`config.mk`:
```
export PLATFORM = sky130hd
export DESIGN_NAME = alu_issue_ctrl
export DESIGN_NICKNAME = d
export VERILOG_FILES = /design/src/rtl/alu_issue_ctrl.sv
export SDC_FILE = /design/constraint.sdc
export NUM_CORES = 1
export LEC_CHECK = 0
export ABC_CLOCK_PERIOD_IN_PS = 5350
export BUFFER_PORTS_ARGS = -buffer_cell sky130_fd_sc_hd__clkbuf_2
export CAP_MARGIN = 20
export CORE_ASPECT_RATIO = 0.8
export CORE_MARGIN = 2
export CORE_UTILIZATION = 35
export CTS_CLUSTER_SIZE = 24
export DETAILED_ROUTE_END_ITERATION = 8
export GPL_ROUTABILITY_DRIVEN = 0
export GPL_TIMING_DRIVEN = 0
export SLEW_MARGIN = 20
export SYNTH_ARGS = -nofsm -noshare
export SYNTH_HDL_FRONTEND = slang
export SYNTH_SLANG_ARGS = --single-unit
```
`constraint.sdc`:
```
create_clock -name clk -period 5.35 [get_ports clk]
set_input_delay 1.605 -clock clk [delete_from_list [all_inputs] [get_ports clk]]
set_output_delay 1.605 -clock clk [all_outputs]
set_load 0.02 [all_outputs]
```
`src/rtl/alu_issue_ctrl.sv`:
```
// RV64IM ALU decode-and-issue controller: registers the decode of one accepted
// instruction, pulses start for mul/div, and sequences completion by class latency.
module alu_issue_ctrl #(
  parameter int unsigned MUL_LAT = 3,
  parameter int unsigned DIV_LAT = 64,
  parameter int unsigned M_EN    = 1,
  parameter int unsigned CNT_W   = $clog2(((MUL_LAT > DIV_LAT) ? MUL_LAT : DIV_LAT) + 1)
) (
  input  logic        clk,
  input  logic        rst,
  input  logic        flush,
  input  logic        in_valid,
  output logic        in_ready,
  input  logic [31:0] instr,
  output logic [2:0]  select,
  output logic [1:0]  control,
  output logic        word,
  output logic        illegal,
  output logic        start,
  output logic        busy,
  output logic        out_valid,
  input  logic        out_ready
);

  localparam logic [6:0] OPC_LOAD    = 7'b0000011;
  localparam logic [6:0] OPC_STORE   = 7'b0100011;
  localparam logic [6:0] OPC_OPIMM   = 7'b0010011;
  localparam logic [6:0] OPC_OPIMM32 = 7'b0011011;
  localparam logic [6:0] OPC_OP      = 7'b0110011;
  localparam logic [6:0] OPC_OP32    = 7'b0111011;

  localparam logic [2:0] SEL_MUL = 3'b001;
  localparam logic [2:0] SEL_DIV = 3'b010;

  localparam logic [CNT_W-1:0] MUL_CNT = CNT_W'(MUL_LAT - 1);
  localparam logic [CNT_W-1:0] DIV_CNT = CNT_W'(DIV_LAT - 1);

  typedef enum logic [1:0] {IDLE, EXEC, DONE} state_t;

  state_t           state, state_nx;
  logic [CNT_W-1:0] cnt, cnt_nx;
  logic             accept;

  logic [2:0]       dec_sel;
  logic [1:0]       dec_ctl;
  logic             dec_word;
  logic             dec_ill;
  logic [CNT_W-1:0] dec_cnt;

  logic [2:0]       select_nx;
  logic [1:0]       control_nx;
  logic             word_nx, illegal_nx, start_nx, busy_nx, out_valid_nx, in_ready_nx;

  logic [6:0] opcode;
  logic [2:0] f3;
  logic [6:0] f7;
  logic [5:0] f6;
  logic       unused_fields;

  assign opcode        = instr[6:0];
  assign f3            = instr[14:12];
  assign f7            = instr[31:25];
  assign f6            = instr[31:26];
  assign unused_fields = ^{instr[24:15], instr[11:7]};

  // Instruction decode; any unmatched encoding collapses to illegal 000/00.
  always_comb begin
    dec_sel  = 3'b000;
    dec_ctl  = 2'b00;
    dec_word = 1'b0;
    dec_ill  = 1'b0;
    unique case (opcode)
      OPC_LOAD:  dec_ill = (f3 == 3'b111);
      OPC_STORE: dec_ill = f3[2];
      OPC_OPIMM, OPC_OPIMM32: begin
        dec_word = (opcode == OPC_OPIMM32);
        unique case (f3)
          3'b000: ;
          3'b001: if (f6 == 6'b000000) dec_sel = 3'b011; else dec_ill = 1'b1;
          3'b101: begin
            if (f6 == 6'b000000)      dec_sel = 3'b100;
            else if (f6 == 6'b010000) begin dec_sel = 3'b100; dec_ctl = 2'b01; end
            else                      dec_ill = 1'b1;
          end
          3'b010: if (!dec_word) dec_ctl = 2'b10; else dec_ill = 1'b1;
          3'b011: if (!dec_word) dec_ctl = 2'b11; else dec_ill = 1'b1;
          3'b100: if (!dec_word) dec_sel = 3'b101; else dec_ill = 1'b1;
          3'b110: if (!dec_word) dec_sel = 3'b110; else dec_ill = 1'b1;
          default: if (!dec_word) dec_sel = 3'b111; else dec_ill = 1'b1;
        endcase
      end
      OPC_OP, OPC_OP32: begin
        dec_word = (opcode == OPC_OP32);
        unique case (f7)
          7'b0000000: begin
            unique case (f3)
              3'b000: ;
              3'b001: dec_sel = 3'b011;
              3'b101: dec_sel = 3'b100;
              3'b010: if (!dec_word) dec_ctl = 2'b10; else dec_ill = 1'b1;
              3'b011: if (!dec_word) dec_ctl = 2'b11; else dec_ill = 1'b1;
              3'b100: if (!dec_word) dec_sel = 3'b101; else dec_ill = 1'b1;
              3'b110: if (!dec_word) dec_sel = 3'b110; else dec_ill = 1'b1;
              default: if (!dec_word) dec_sel = 3'b111; else dec_ill = 1'b1;
            endcase
          end
          7'b0100000: begin
            if (f3 == 3'b000)      dec_ctl = 2'b01;
            else if (f3 == 3'b101) begin dec_sel = 3'b100; dec_ctl = 2'b01; end
            else                   dec_ill = 1'b1;
          end
          7'b0000001: begin
            if (M_EN == 0)                        dec_ill = 1'b1;
            else if (f3[2])                       begin dec_sel = SEL_DIV; dec_ctl = f3[1:0]; end
            else if (!dec_word || f3 == 3'b000)   begin dec_sel = SEL_MUL; dec_ctl = f3[1:0]; end
            else                                  dec_ill = 1'b1;
          end
          default: dec_ill = 1'b1;
        endcase
      end
      default: dec_ill = 1'b1;
    endcase
    if (dec_ill) begin
      dec_sel  = 3'b000;
      dec_ctl  = 2'b00;
      dec_word = 1'b0;
    end
  end

  always_comb begin
    dec_cnt = '0;
    if (dec_sel == SEL_MUL)      dec_cnt = MUL_CNT;
    else if (dec_sel == SEL_DIV) dec_cnt = DIV_CNT;
  end

  assign accept = (state == IDLE) && in_ready && in_valid && !flush;

  // State and registered outputs
  always_ff @(posedge clk) begin
    if (rst) begin
      state     <= IDLE;
      cnt       <= '0;
      select    <= 3'b000;
      control   <= 2'b00;
      word      <= 1'b0;
      illegal   <= 1'b0;
      start     <= 1'b0;
      busy      <= 1'b0;
      out_valid <= 1'b0;
      in_ready  <= 1'b0;
    end else begin
      state     <= state_nx;
      cnt       <= cnt_nx;
      select    <= select_nx;
      control   <= control_nx;
      word      <= word_nx;
      illegal   <= illegal_nx;
      start     <= start_nx;
      busy      <= busy_nx;
      out_valid <= out_valid_nx;
      in_ready  <= in_ready_nx;
    end
  end

  // Next state; flush wins over everything but reset.
  always_comb begin
    state_nx = state;
    cnt_nx   = cnt;
    if (flush) begin
      state_nx = IDLE;
      cnt_nx   = '0;
    end else begin
      unique case (state)
        IDLE: if (accept) begin
          state_nx = EXEC;
          cnt_nx   = dec_cnt;
        end
        EXEC: if (cnt == '0) state_nx = DONE;
              else           cnt_nx   = cnt - CNT_W'(1);
        DONE: if (out_ready) state_nx = IDLE;
        default: state_nx = IDLE;
      endcase
    end
  end

  // Next output values; decode fields move only on acceptance.
  always_comb begin
    select_nx    = select;
    control_nx   = control;
    word_nx      = word;
    illegal_nx   = illegal;
    start_nx     = 1'b0;
    if (accept) begin
      select_nx  = dec_sel;
      control_nx = dec_ctl;
      word_nx    = dec_word;
      illegal_nx = dec_ill;
      start_nx   = !dec_ill && (dec_sel == SEL_MUL || dec_sel == SEL_DIV);
    end
    busy_nx      = (state_nx != IDLE);
    out_valid_nx = (state_nx == DONE);
    in_ready_nx  = (state_nx == IDLE);
  end

endmodule

```
---- Word-level counts from Yosys, hierarchy flattened ----
Cells that the tools add are included.
Widths: inputs -> output; s select.
storage, ports and cells
  bits in registers ....................... 20
  latch bits .............................. 0
  RAM bits ................................ 0
  ROM bits ................................ 0
  input port bits ......................... 37
  output and inout bits ................... 11
  logic and storage cells ................. 117
  memories kept ........................... 0
operators by class
  add/subtract/negate cells ............... 1
  multiply operators ...................... 0
  div/mod/pow operators ................... 0
  $lt $le $gt $ge ......................... 0
  eq/ne operators ......................... 23
  shift operators ......................... 0
  muxes and demuxes ....................... 58
  bitwise logic cells ..................... 1
  reduce and logical (&&, ||, !) cells .... 24
operators with widths
  kind                 count
  $mux 3               11
  $pmux 3 s5           2
  $eq 7x6->1 const B   4
  $mux 2               13
  $pmux 2 s3           3
  $mux 1               16
  $eq 7x5->1 const B   2
  $logic_not 7->1      2
  $mux 7               2
  $pmux 7 s2           1
  $eq 3x3->1 const B   4
  $mux 6               2
  $eq 3x2->1 const B   3
  $pmux 3 s3           1
  $pmux 2 s2           2
  $reduce_or 2->1      4
  $eq 7x1->1 const B   1
  $eq 7x2->1 const B   1
  $sub 7x1->7 const B  1
  $eq 3x1->1 const B   2
  $eq 6x5->1 const B   1
  $logic_not 6->1      1
  $pmux 1 s3           2
  $pmux 3 s2           1
  14 further kinds     25

---- Depth between registers and ports, before layout ----
Gate-level depths: netlist of the first run.
  word-level depth ........................ 13
  mapped depth ............................ 8
  depth with buffers taken out ............ 8

---- Least setup slack after synthesis of the first run ----
OpenSTA, ideal clock, no wires.
  kind .................................... input-to-reg
  start ................................... in instr[6]
  end ..................................... reg start
  setup time .............................. 0.116 ns
  arrival ................................. 2.941 ns
  required time ........................... 5.234 ns
  setup slack ............................. 2.292 ns
  stages .................................. 7
  path buffers ............................ 1
  path through ............................ nand4bb_1 -> buf_4 -> or3_4 -> o2111a_1 -> o31a_2 -> o21a_1 -> and3_2
on the way
  cells in the longest elaborated chain, start to end .. 11
  elaborated cells between the ends (all ways) .. 36
  those cells by class .................... eq/ne: 8; mux: 21; reduce/logical: 7
RTL lines
  element                                          RTL line  text
  start, declared                                  14        input logic [31:0] instr,
  $eq 7x6->1                                       72, 93
  $logic_not 1->1                                  115       else if (!dec_word || f3 == 3'b000) begin dec_sel = SEL_MUL; dec_ctl = f3[1:0]; end
  $logic_or 1x1->1                                 115
  $mux 1                                           115
  $mux 1 / $mux 2 (equally long branches)          114       else if (f3[2]) begin dec_sel = SEL_DIV; dec_ctl = f3[1:0]; end
  $pmux 1 s3 / $pmux 3 s3 (equally long branches)  94        unique case (f7)
  $pmux 1 s4 / $pmux 3 s2 (equally long branches)  72        unique case (opcode)
  $mux 3                                           123       if (dec_ill) begin
  $eq 3x1->1 / $eq 3x2->1 (equally long branches)  198       start_nx = !dec_ill && (dec_sel == SEL_MUL || dec_sel == SEL_DIV);
  $logic_or 1x1->1                                 198
  $logic_and 1x1->1 (*)                            198
  end signal, assigned                             158       start <= start_nx;
  end, declared                                    19        output logic start,
Mark *: on every way between the ends. The rest lies on a longest branch, timed or not.
A chain may end at the register's enable or synchronous reset.

---- Worst setup path after layout of the first run ----
  start ................................... in flush
  end ..................................... reg start
on the way
  cells in the longest elaborated chain, start to end .. 4
RTL lines
  element                           RTL line  text
  start, declared                   11        input logic flush,
  $logic_not 1->1                   136       assign accept = (state == IDLE) && in_ready && in_valid && !flush;
  $logic_and 1x1->1                 136
  $not 1->1 (no source line)        n/a
  $reduce_or 2->1 (no source line)  n/a
Every way passes these cells.

==> flow_metrics.tcl, run 1 <==
set metrics [dict create \
    status "finished, final reports clean" \
    r2r_slack_ns 3.30 \
    yosysWarnings 0 \
    io_pins 48 \
    syn_to_final_growth_pct 20.75 \
    skew_ns 0.001884 \
    finalSetupViolations 0 \
    wirelength_mm 3.374 \
    cp.required_ns 5.56 \
    syn_nets 217 \
    clk_pin_slew_ns 0.07 \
    pre_cts_slack_ns 1.974 \
    period_minus_slack_ns 3.109 \
    viasPerCell 5.341 \
    antenna_found_initial 0 \
    combPwrFrac_pct 13.5 \
    internal_power_mw 0.2676 \
    crit_arrival_ns 3.32 \
    worst_setup_path_end_kind "flop" \
    max_stage_delay_ns 0.72 \
    ys_seq_elements 20 \
    switching_share_pct 23.39 \
    synth-edff-count 0 \
    slowest_stage "nor4_1" \
    h-tree-depth 1 \
    cts_resized 0 \
    seq_power_share_pct 43.2 \
    ys_seq_area_share_pct 29.12 \
    coreArea_um2 3779 \
    r2r_cells 8 \
    final_cell_area_um2 1660 \
    cts-root-buf "clkbuf_8" \
    drive_gt1_share_pct 24.53 \
    io_buffer_count 29 \
    vdd_drop_max_uv 122.4 \
    r2r_end "cnt[3]$_SDFFE_PP0P_" \
    holdBufCountCts 0 \
    slew_headroom_pct 45.58 \
    antenna_left 0 \
    drt-pass1-iter-count 4 \
    initial_utilization_pct 36.39 \
    route.detailed.drc 0 \
    dieArea_um2 4449 \
    clkPwrFrac_pct 43.3 \
    crit_path_start_kind "primary input" \
    tightest_slew_ns 0.8088 \
    avgSynthCellArea_um2 7.682 \
    cts_made_buffers 3 \
    rsz0062_at_grt "no" \
    crit_path_cell_trace "clkbuf_2 > nor4_1 > o2111a_1 > o31a_2 > o21a_1 > and3_2" \
    cts.sinks 20 \
    worstSetupStartpoint "flush" \
    grt_overflow 0 \
    synth.distinct_cells 55 \
    cts_tree "built" \
    fin_nets 251 \
    worst-path-max-fanout 5 \
    num_rows 20 \
    n_antenna_cell 0 \
    die_w_um 74.08 \
    grt_max_degree 13 \
    worstSetupPathType "in2reg" \
    async_flop_share_pct 0 \
    vias 1426 \
    dr.first_iter.drc_count 74 \
    setup_slack_ns 2.241 \
    grt_pass1_wl_mm 5.775 \
    power_per_cell_area_nw_per_um2 210.4 \
    cts.path.max_buffers 2 \
    max-cap-violations 0 \
    grt_pass1_vias 1224 \
    finalHoldViolations 0 \
    regToRegStartpoint "cnt[0]$_SDFFE_PP0P_" \
    slew_viol_final 0 \
    worstSetupEndpoint "start$_SDFF_PP0_" \
    place_area_um2 1589 \
    setup_tns_ns 0 \
    hp-class "reg2reg" \
    n_fill_cell 386 \
    syn_area_um2 1375 \
    clock.fmax_mhz 321.6 \
    cts_setup_buffers 0 \
    die_h_um 60.06 \
    post-route-period-util_pct 58.12 \
    clock_latency_ns 0.26 \
    routedWlPerCell_um 12.64 \
    p_sw_mw 0.08170 \
    p_leak_nw 0.6315 \
    postSynthCellCount 179 \
    grt_use_total_pct 16.75 \
    dp_hpwl_mm 2.622 \
    synth_ff_type "dfxtp_1" \
]
## synth_stat cells (2+ instances only)
cell type  instances  area share, %
a21oi_1           23            8.4
a31oi_1            3            1.4
a32oi_1            2            1.3
and2_1             2           0.91
buf_2              4            1.5
clkbuf_1           5            1.4
dfxtp_1           20             29
inv_1              7            1.9
nand2_1           15            4.1
nand2b_1           4            1.8
nand3_1            2           0.73
nand4b_1           2            1.3
nor2_1            19            5.2
nor2b_1            5            2.3
nor3_1             7            2.5
nor3b_1            4            2.2
nor4_1             4            1.8
nor4b_1            2            1.3
o2111a_1           3            2.5
o211ai_1           3            1.6
o21ai_0            7            2.5
o21ba_2            2            1.5
or3_1              2           0.91
## area by class of cell
class	count	area, um2	share of cell area (%)
sequential	20	400.4	24.11
clock inverter	1	30.03	1.809
timing repair buffer	29	145.1	8.742
inverter	7	26.28	1.583
tap	55	68.82	4.145
multi-input combinational	141	897.1	54.03
clock buffer	3	41.29	2.487
buffer	11	51.30	3.090
## per-layer routing
metal / track usage (%) / vias up / share of wire, %
met5: 0 / - / 0
met3: 4.384 / 4 / 5.2
met4: 2.338 / 0 / 0.62
met2: 22.45 / 34 / 41
li1: - / 732 / -
met1: 26.71 / 656 / 53
## how the worst min path moves through the flow
stage | from | end | slack (ns) | cells past startpoint
floorplan | cnt[6]$_SDFFE_PP0P_ | cnt[6]$_SDFFE_PP0P_ | 0.45 | 1
global placement | control[0]$_SDFFE_PP0P_ | control[0]$_SDFFE_PP0P_ | 0.45 | 2
detailed placement | select[1]$_SDFFE_PP0P_ | select[1]$_SDFFE_PP0P_ | 0.45 | 2
CTS | select[1]$_SDFFE_PP0P_ | select[1]$_SDFFE_PP0P_ | 0.46 | 2
global route | cnt[6]$_SDFFE_PP0P_ | cnt[6]$_SDFFE_PP0P_ | 0.49 | 1
finish | select[1]$_SDFFE_PP0P_ | select[1]$_SDFFE_PP0P_ | 0.46 | 2
## flip-flops by register name, indices dropped and copies added, names as in the netlist
name	cells
cnt	7
select	3
control	2
state	2
busy	1
illegal	1
in_ready	1
out_valid	1
start	1
word	1
## layout by cell type, fill, tap and decap left out, types with 2 or more instances in the layout
cell type	n
a21oi_1	23
a31oi_1	3
clkbuf_2	30
nor3b_1	4
nand3_1	2
nor3_1	7
o21ai_0	7
a32oi_1	2
inv_1	7
o2111a_1	3
nor4b_1	2
nand4b_1	2
o21ba_2	2
buf_2	4
clkbuf_1	5
nand2b_1	4
and2_1	2
o211ai_1	3
clkbuf_8	3
or3_1	2
nor4_1	4
dfxtp_1	20
nand2_1	15
nor2_1	19
nor2b_1	5
## worst max-delay path: cells and delay by family
family / cells / cell delay, ns
buffers and inverters: 1 / 0.12
AND/OR/NAND/NOR: 2 / 0.90
AO/OA/AOI/OAI: 3 / 0.68
## power groups by stage
stage	Sequential (mW)	Clock (mW)	Combinational, mW
5_1_grt	0.151	0.160	0.0535
2_1_floorplan	0.156	0	0.0282
3_5_place_dp	0.154	0	0.0470
4_1_cts	0.151	0.153	0.0472
3_3_place_gp	0.154	0	0.0473
6_report	0.151	0.151	0.0473
## kinds of logic (layout without fill, tap and decap cells)
| group | count (synthesis) | in the layout | synth area share (%) |
|---|---|---|---|
| compound gates | 58 | 58 | 29.21 |
| xor+xnor | 2 | 2 | 1.274 |
| fa+ha+maj | 1 | 1 | 0.9098 |
| buf+inv | 18 | 51 | 5.642 |
| flops | 20 | 20 | 29.12 |
| simple gates | 80 | 80 | 33.85 |
## through the flow
stage                     power [mW]  instances  hold WS (ns)  utilization (%)
final                         0.3493        267        0.4566            43.94
after detailed placement      0.2014        263        0.4496            42.05
after global routing          0.3648        267        0.4867            43.94
after floorplan               0.1839        179        0.4461                -
after global placement        0.2016        263        0.4503            42.05
after CTS                     0.3515        267        0.4638            43.94
Power figures use the tool's default switching activity.
==> inputs of run 2 (changes only) <==
Settings changed: ABC_AREA from default to 1, ABC_CLOCK_PERIOD_IN_PS 5350 to 2800.
Clock period 5.35 ns to 2.8 ns, I/O delays scaled along.
==> run 2 against run 1 <==
Effect of this change: power increased by 100%; sequential power increased by 95%; combinational power increased to 2.7 times the previous value; non-clock buffer count decreased by 6; clock skew increased by 0.0019 ns; cell count increased by 36%; utilization decreased by 0.92 points; global-route usage decreased by 0.87 points; largest cell class unchanged; register-to-register slack got worse by 2.4 ns; first-iteration DRC count increased by 110%.
==> flow_metrics.tcl, run 2 <==
set metrics [dict create \
    status "finished, final reports clean" \
    io_pins 48 \
    h-tree-depth 1 \
    die_w_um 81.76 \
    finalPower_mw 0.7132 \
    worstSetupPathType "in2reg" \
    clock.fmax_mhz 488.7 \
    grt_overflow 0 \
    ys_seq_area_share_pct 23.65 \
    post-route-period-util_pct 73.08 \
    dr.first_iter.drc_count 155 \
    synth.distinct_cells 35 \
    dp_hpwl_mm 3.340 \
    grt_pass1_vias 1504 \
    route.detailed.drc 0 \
    worst-path-max-fanout 5 \
    worstSetupStartpoint "instr[3]" \
    initial_utilization_pct 36.61 \
    final_cell_area_um2 1989 \
    ys_seq_elements 20 \
    drt-pass1-iter-count 4 \
    p_leak_nw 0.9953 \
    viasPerCell 4.712 \
    vias 1715 \
    tightest_slew_ns 0.5124 \
    slew_headroom_pct 65.72 \
    synth_ff_type "dfxtp_1" \
    vdd_drop_max_uv 152.7 \
    synthTopCellsByCount "nand2_1, inv_1, nor2_1, nand3_1, dfxtp_1" \
    coreArea_um2 4624 \
    hp-class "reg2reg" \
    avgSynthCellArea_um2 6.270 \
    path_buf_inv 1 \
    grt_use_total_pct 15.88 \
    fin_nets 343 \
    crit_top_cell "nand2_1" \
    mostFrequentLayoutCell "nand2_1" \
    regToRegStartpoint "cnt[0]$_SDFFE_PP0P_" \
    cts_tree "built" \
    reg.largest.list "cnt (7), select (3)" \
    pre_cts_slack_ns 0.4752 \
    crit_path_cell_trace "clkbuf_2 > nand2_1 > nor2_4 > nand2_2 > nand2_2 > nand2_2 > nand2_1 > nand2_1 > a21oi_1 > nand3_1 > nand3_1 > nand2_1 > nand2_1" \
    critPathTopFamily "simple AND/OR/NAND/NOR gates" \
    period_minus_slack_ns 2.046 \
    synth_top_area_cell "dfxtp_1" \
    die_h_um 66.21 \
    skew_ns 0.003800 \
    holdBufCountCts 0 \
    finalHoldViolations 0 \
    cts_made_buffers 3 \
    cts_resized 0 \
    cts.path.max_buffers 2 \
    max-cap-violations 0 \
    synthTopCellsByArea "dfxtp_1, nand2_1, inv_1, nand3_1, nor2_4" \
    cts-root-buf "clkbuf_8" \
    setup_tns_ns 0 \
    hold_start "cnt[6]$_SDFFE_PP0P_" \
    clock_latency_ns 0.26 \
    grt_max_degree 13 \
    crit_path_start_kind "primary input" \
    routedWlPerCell_um 11.00 \
    slowest_stage "a21oi_1" \
    rsz0062_at_grt "no" \
    yosysMostFrequentCell "nand2_1" \
    dieArea_um2 5413 \
    syn_nets 308 \
    cts.sinks 20 \
    synth-edff-count 0 \
    syn_to_final_growth_pct 17.52 \
    n_fill_cell 515 \
    final_cell_mix "nand2_1, inv_1, clkbuf_2, nor2_1, nand3_1" \
    utilization_pct 43.02 \
    clk_pin_slew_ns 0.08 \
    grt_pass1_wl_mm 6.789 \
    max_stage_delay_ns 0.24 \
    largest_reg_flops 7 \
    yosysWarnings 0 \
    async_flop_share_pct 0 \
    antenna_left 0 \
    num_rows 22 \
    regArea_um2 400.4 \
    place_area_um2 1918 \
    cp.required_ns 3.01 \
    regMostFlops "cnt" \
    postSynthCellCount 270 \
    slew_viol_final 0 \
    cts_setup_buffers 0 \
    synth_top_area_share_pct 23.65 \
    setup_slack_ns 0.7537 \
    syn_area_um2 1693 \
    finalSetupViolations 0 \
    power_per_cell_area_nw_per_um2 358.5 \
    drive_gt1_share_pct 25.99 \
    io_buffer_count 30 \
    wirelength_mm 4.003 \
    multi_input_area_um2 1050 \
    crit_arrival_ns 2.26 \
    n_antenna_cell 0 \
    antenna_found_initial 0 \
    worst_setup_path_end_kind "flop" \
]
[run 2: worst register-to-register path, stage by stage (launching register included)]
cell and delay [ns]:
dfxtp_1 0.31, inv_1 0.13, ha_1 0.21, inv_1 0.05
nor2_1 0.10, nand2_1 0.09, nor3_1 0.23, nand2_1 0.14
nand2_1 0.08, nand2_1 0.07, buf_6 0.15, o21ai_0 0.14
inv_1 0.05, nand2_1 0.07, inv_1 0.04
[run 2: cell type report]
class,count,area share [%]
Multi-Input combinational cell,189,52.77
Buffer,4,1.321
Clock inverter,1,1.509
Tap cell,60,3.774
Clock buffer,3,2.075
Inverter,57,10.88
Timing Repair Buffer,30,7.547
Sequential cell,20,20.13
[run 2: final timing paths]
kind / cells after the start / slack (ns) / to
setup / recovery: 13 / 0.75 / cnt[1]$_SDFFE_PP0P_
hold / removal: 2 / 0.46 / cnt[6]$_SDFFE_PP0P_
setup reg to reg: 14 / 0.86 / cnt[5]$_SDFFE_PP0P_
hold reg to reg: 2 / 0.46 / cnt[6]$_SDFFE_PP0P_
[run 2: report_power, final]
part           leakage (nW)  internal, mW  switching [mW]
logic                 0.797        0.0422          0.0864
clock network        0.0357         0.191          0.0988
registers             0.162         0.291         0.00373
total                 0.995         0.524           0.189
[run 2: stage by stage]
step / instances / hold slack (ns)
floorplan: 270 / 0.4277
global placement: 360 / 0.4381
detailed placement: 360 / 0.4466
CTS: 364 / 0.4582
global route: 364 / 0.4846
finish: 364 / 0.4599
[run 2: cells by family (layout without fill, tap and decap cells)]
| kind of cell | count (synthesis) | count (layout) | synth area share (%) |
|---|---|---|---|
| AOI/OAI and AO/OA | 44 | 44 | 16.41 |
| xor gates and xnor gates | 2 | 2 | 1.035 |
| DFF | 20 | 20 | 23.65 |
| adders and majority gates | 1 | 1 | 0.7390 |
| and+or+nand+nor | 142 | 142 | 43.83 |
| buffers and inverters | 61 | 95 | 14.34 |
[run 2: routing by layer]
metal  wire, um  GRT usage (%)  part of all wire, %
met4         24          1.875                 0.60
met3        265          3.415                  6.6
met2       1449          21.04                   36
met1       2263          25.86                   57
met5          0              0                    0
==> inputs of run 3 (changes only) <==
Settings changed: ABC_CLOCK_PERIOD_IN_PS 2800 to 2050.
Clock period 2.8 ns to 2.05 ns, I/O delays scaled along.
==> run 3 against run 2 <==
Effect of this change: flip-flop and latch count stayed put; clock-buffer cell count stayed put; sequential power is 37% higher; first-iteration DRC count is 32% higher; critical path depth is 1 higher; largest power group unchanged; sequential share of layout area is 0.088 points lower; die area stayed put; clock power is 36% higher; highest routed layer unchanged; utilization is 0.19 points higher.
==> flow_metrics.tcl, run 3 (synthesized netlist as in run 2, its figures left out) <==
set metrics [dict create \
    vias 1722 \
    io_pins 48 \
    slew_headroom_pct 65.50 \
    grt_max_degree 13 \
    grt_overflow 0 \
    n_fill_cell 513 \
    io_buffer_count 30 \
    coreArea_um2 4624 \
    seq_power_share_pct 41.4 \
    worst_setup_path_end_kind "flop" \
    mostFrequentLayoutCell "nand2_1" \
    dr.first_iter.drc_count 204 \
    clock_latency_ns 0.26 \
    h-tree-depth 1 \
    crit_arrival_ns 2.02 \
    internal_power_mw 0.7165 \
    cts_made_buffers 3 \
    die_h_um 66.21 \
    cts.sinks 20 \
    rsz0062_at_grt "no" \
    antenna_found_initial 0 \
    grt_pass1_wl_mm 6.789 \
    setup_tns_ns 0 \
    hp-class "reg2reg" \
    worstSetupPathType "reg2reg" \
    power_per_cell_area_nw_per_um2 486.9 \
    tightest_slew_ns 0.5156 \
    antenna_left 0 \
    route.detailed.drc 0 \
    multi_input_area_um2 1059 \
    max-cap-violations 0 \
    grt_pass1_vias 1504 \
    dp_hpwl_mm 3.340 \
    cts-root-buf "clkbuf_8" \
    largest_reg_flops 7 \
    regMostFlops "cnt" \
    cp.required_ns 2.21 \
    cts_setup_buffers 0 \
    drt-pass1-iter-count 4 \
    initial_utilization_pct 36.61 \
    clkPwrFrac_pct 40.4 \
    worst-path-max-fanout 10 \
    drive_gt1_share_pct 26.64 \
    post-route-period-util_pct 90.56 \
    clk_pin_slew_ns 0.08 \
    fin_nets 343 \
    final_cell_mix "nand2_1, inv_1, clkbuf_2, nor2_1, nand3_1" \
    routedWlPerCell_um 10.95 \
    holdWs_ns 0.4591 \
    switching_share_pct 26.36 \
    grt_use_total_pct 15.88 \
    n_antenna_cell 0 \
    vdd_drop_max_uv 208.6 \
    p_leak_nw 0.9972 \
    cts_tree "built" \
    period_minus_slack_ns 1.856 \
    dieArea_um2 5413 \
    finalPower_mw 0.9729 \
    die_w_um 81.76 \
    syn_to_final_growth_pct 18.03 \
    regArea_um2 400.4 \
    status "finished, final reports clean" \
    slew_viol_final 0 \
    wirelength_mm 3.985 \
    combPwrFrac_pct 18.2 \
    clock.fmax_mhz 538.7 \
    crit_path_start_kind "flop" \
    skew_ns 0.005626 \
    finalSetupViolations 0 \
    reg.largest.list "cnt (7), select (3)" \
    viasPerCell 4.731 \
    num_rows 22 \
    cts.path.max_buffers 2 \
    p_sw_mw 0.2564 \
    finalHoldViolations 0 \
]
-- run 3: cell counts in the layout (fill, tap and decap cells not counted) --
Identical to the previous run, type by type.
-- run 3: layout make-up --
| type | count | area share [%] |
|---|---|---|
| multi-input combinational | 189 | 52.97 |
| sequential | 20 | 20.04 |
| inverter | 57 | 10.83 |
| timing repair buffer | 30 | 7.514 |
| tap | 60 | 3.757 |
| clock buffer | 3 | 2.066 |
| clock inverter | 1 | 1.503 |
| buffer | 4 | 1.315 |
-- run 3: path summary, 6_finish.rpt --
kind                                          start  cells past startpoint                  end  slack [ns]
worst max-delay path            cnt[0]$_SDFFE_PP0P_                     14  cnt[5]$_SDFFE_PP0P_        0.19
worst min-delay path            cnt[6]$_SDFFE_PP0P_                      2  cnt[6]$_SDFFE_PP0P_        0.46
worst max register to register  cnt[0]$_SDFFE_PP0P_                     14  cnt[5]$_SDFFE_PP0P_        0.19
worst min register to register  cnt[6]$_SDFFE_PP0P_                      2  cnt[6]$_SDFFE_PP0P_        0.46
-- run 3: timing repair --
action | 4_1_cts | 5_1_grt
hold buffers | 0 | 0
setup endpoints to repair | 0 | 6
resized for setup | 0 | 2
-- run 3: power by group through the flow --
stage	registers, mW	clock network (mW)	logic [mW]
2_1_floorplan	0.418	0	0.109
3_3_place_gp	0.412	0	0.175
3_5_place_dp	0.412	0	0.175
4_1_cts	0.402	0.410	0.175
5_1_grt	0.404	0.428	0.199
6_report	0.403	0.394	0.177
-- run 3: per-stage QoR --
step / instances / util [%] / cell area (um2) / setup slack (ns)
floorplan: 270 / - / 1693 / 0.2798
global route: 364 / 43.21 / 1998 / 0.03085
detailed placement: 360 / 41.48 / 1918 / -0.04980
CTS: 364 / 43.02 / 1989 / 0.1309
global placement: 360 / 41.48 / 1918 / -0.03754
finish: 364 / 43.21 / 1998 / 0.1936
-- run 3: critical path, stage by stage (launching register included) --
cell and delay [ns]:
dfxtp_1 0.31, inv_1 0.13, ha_1 0.21, inv_1 0.05, nor2_1 0.10, nand2_1 0.10
nor3_2 0.16, nand2_1 0.12, nand2_1 0.07, nand2_1 0.07, buf_6 0.15, o21ai_0 0.14
inv_1 0.05, nand2_1 0.07, inv_1 0.04
-- run 3: routing by layer --
metal / GRT usage [%] / up-vias / part of all wire [%]
li1: - / 936 / -
met1: 25.86 / 727 / 55
met2: 21.04 / 55 / 36
met3: 3.415 / 4 / 8.0
met4: 1.875 / 0 / 0.60
met5: 0 / - / 0
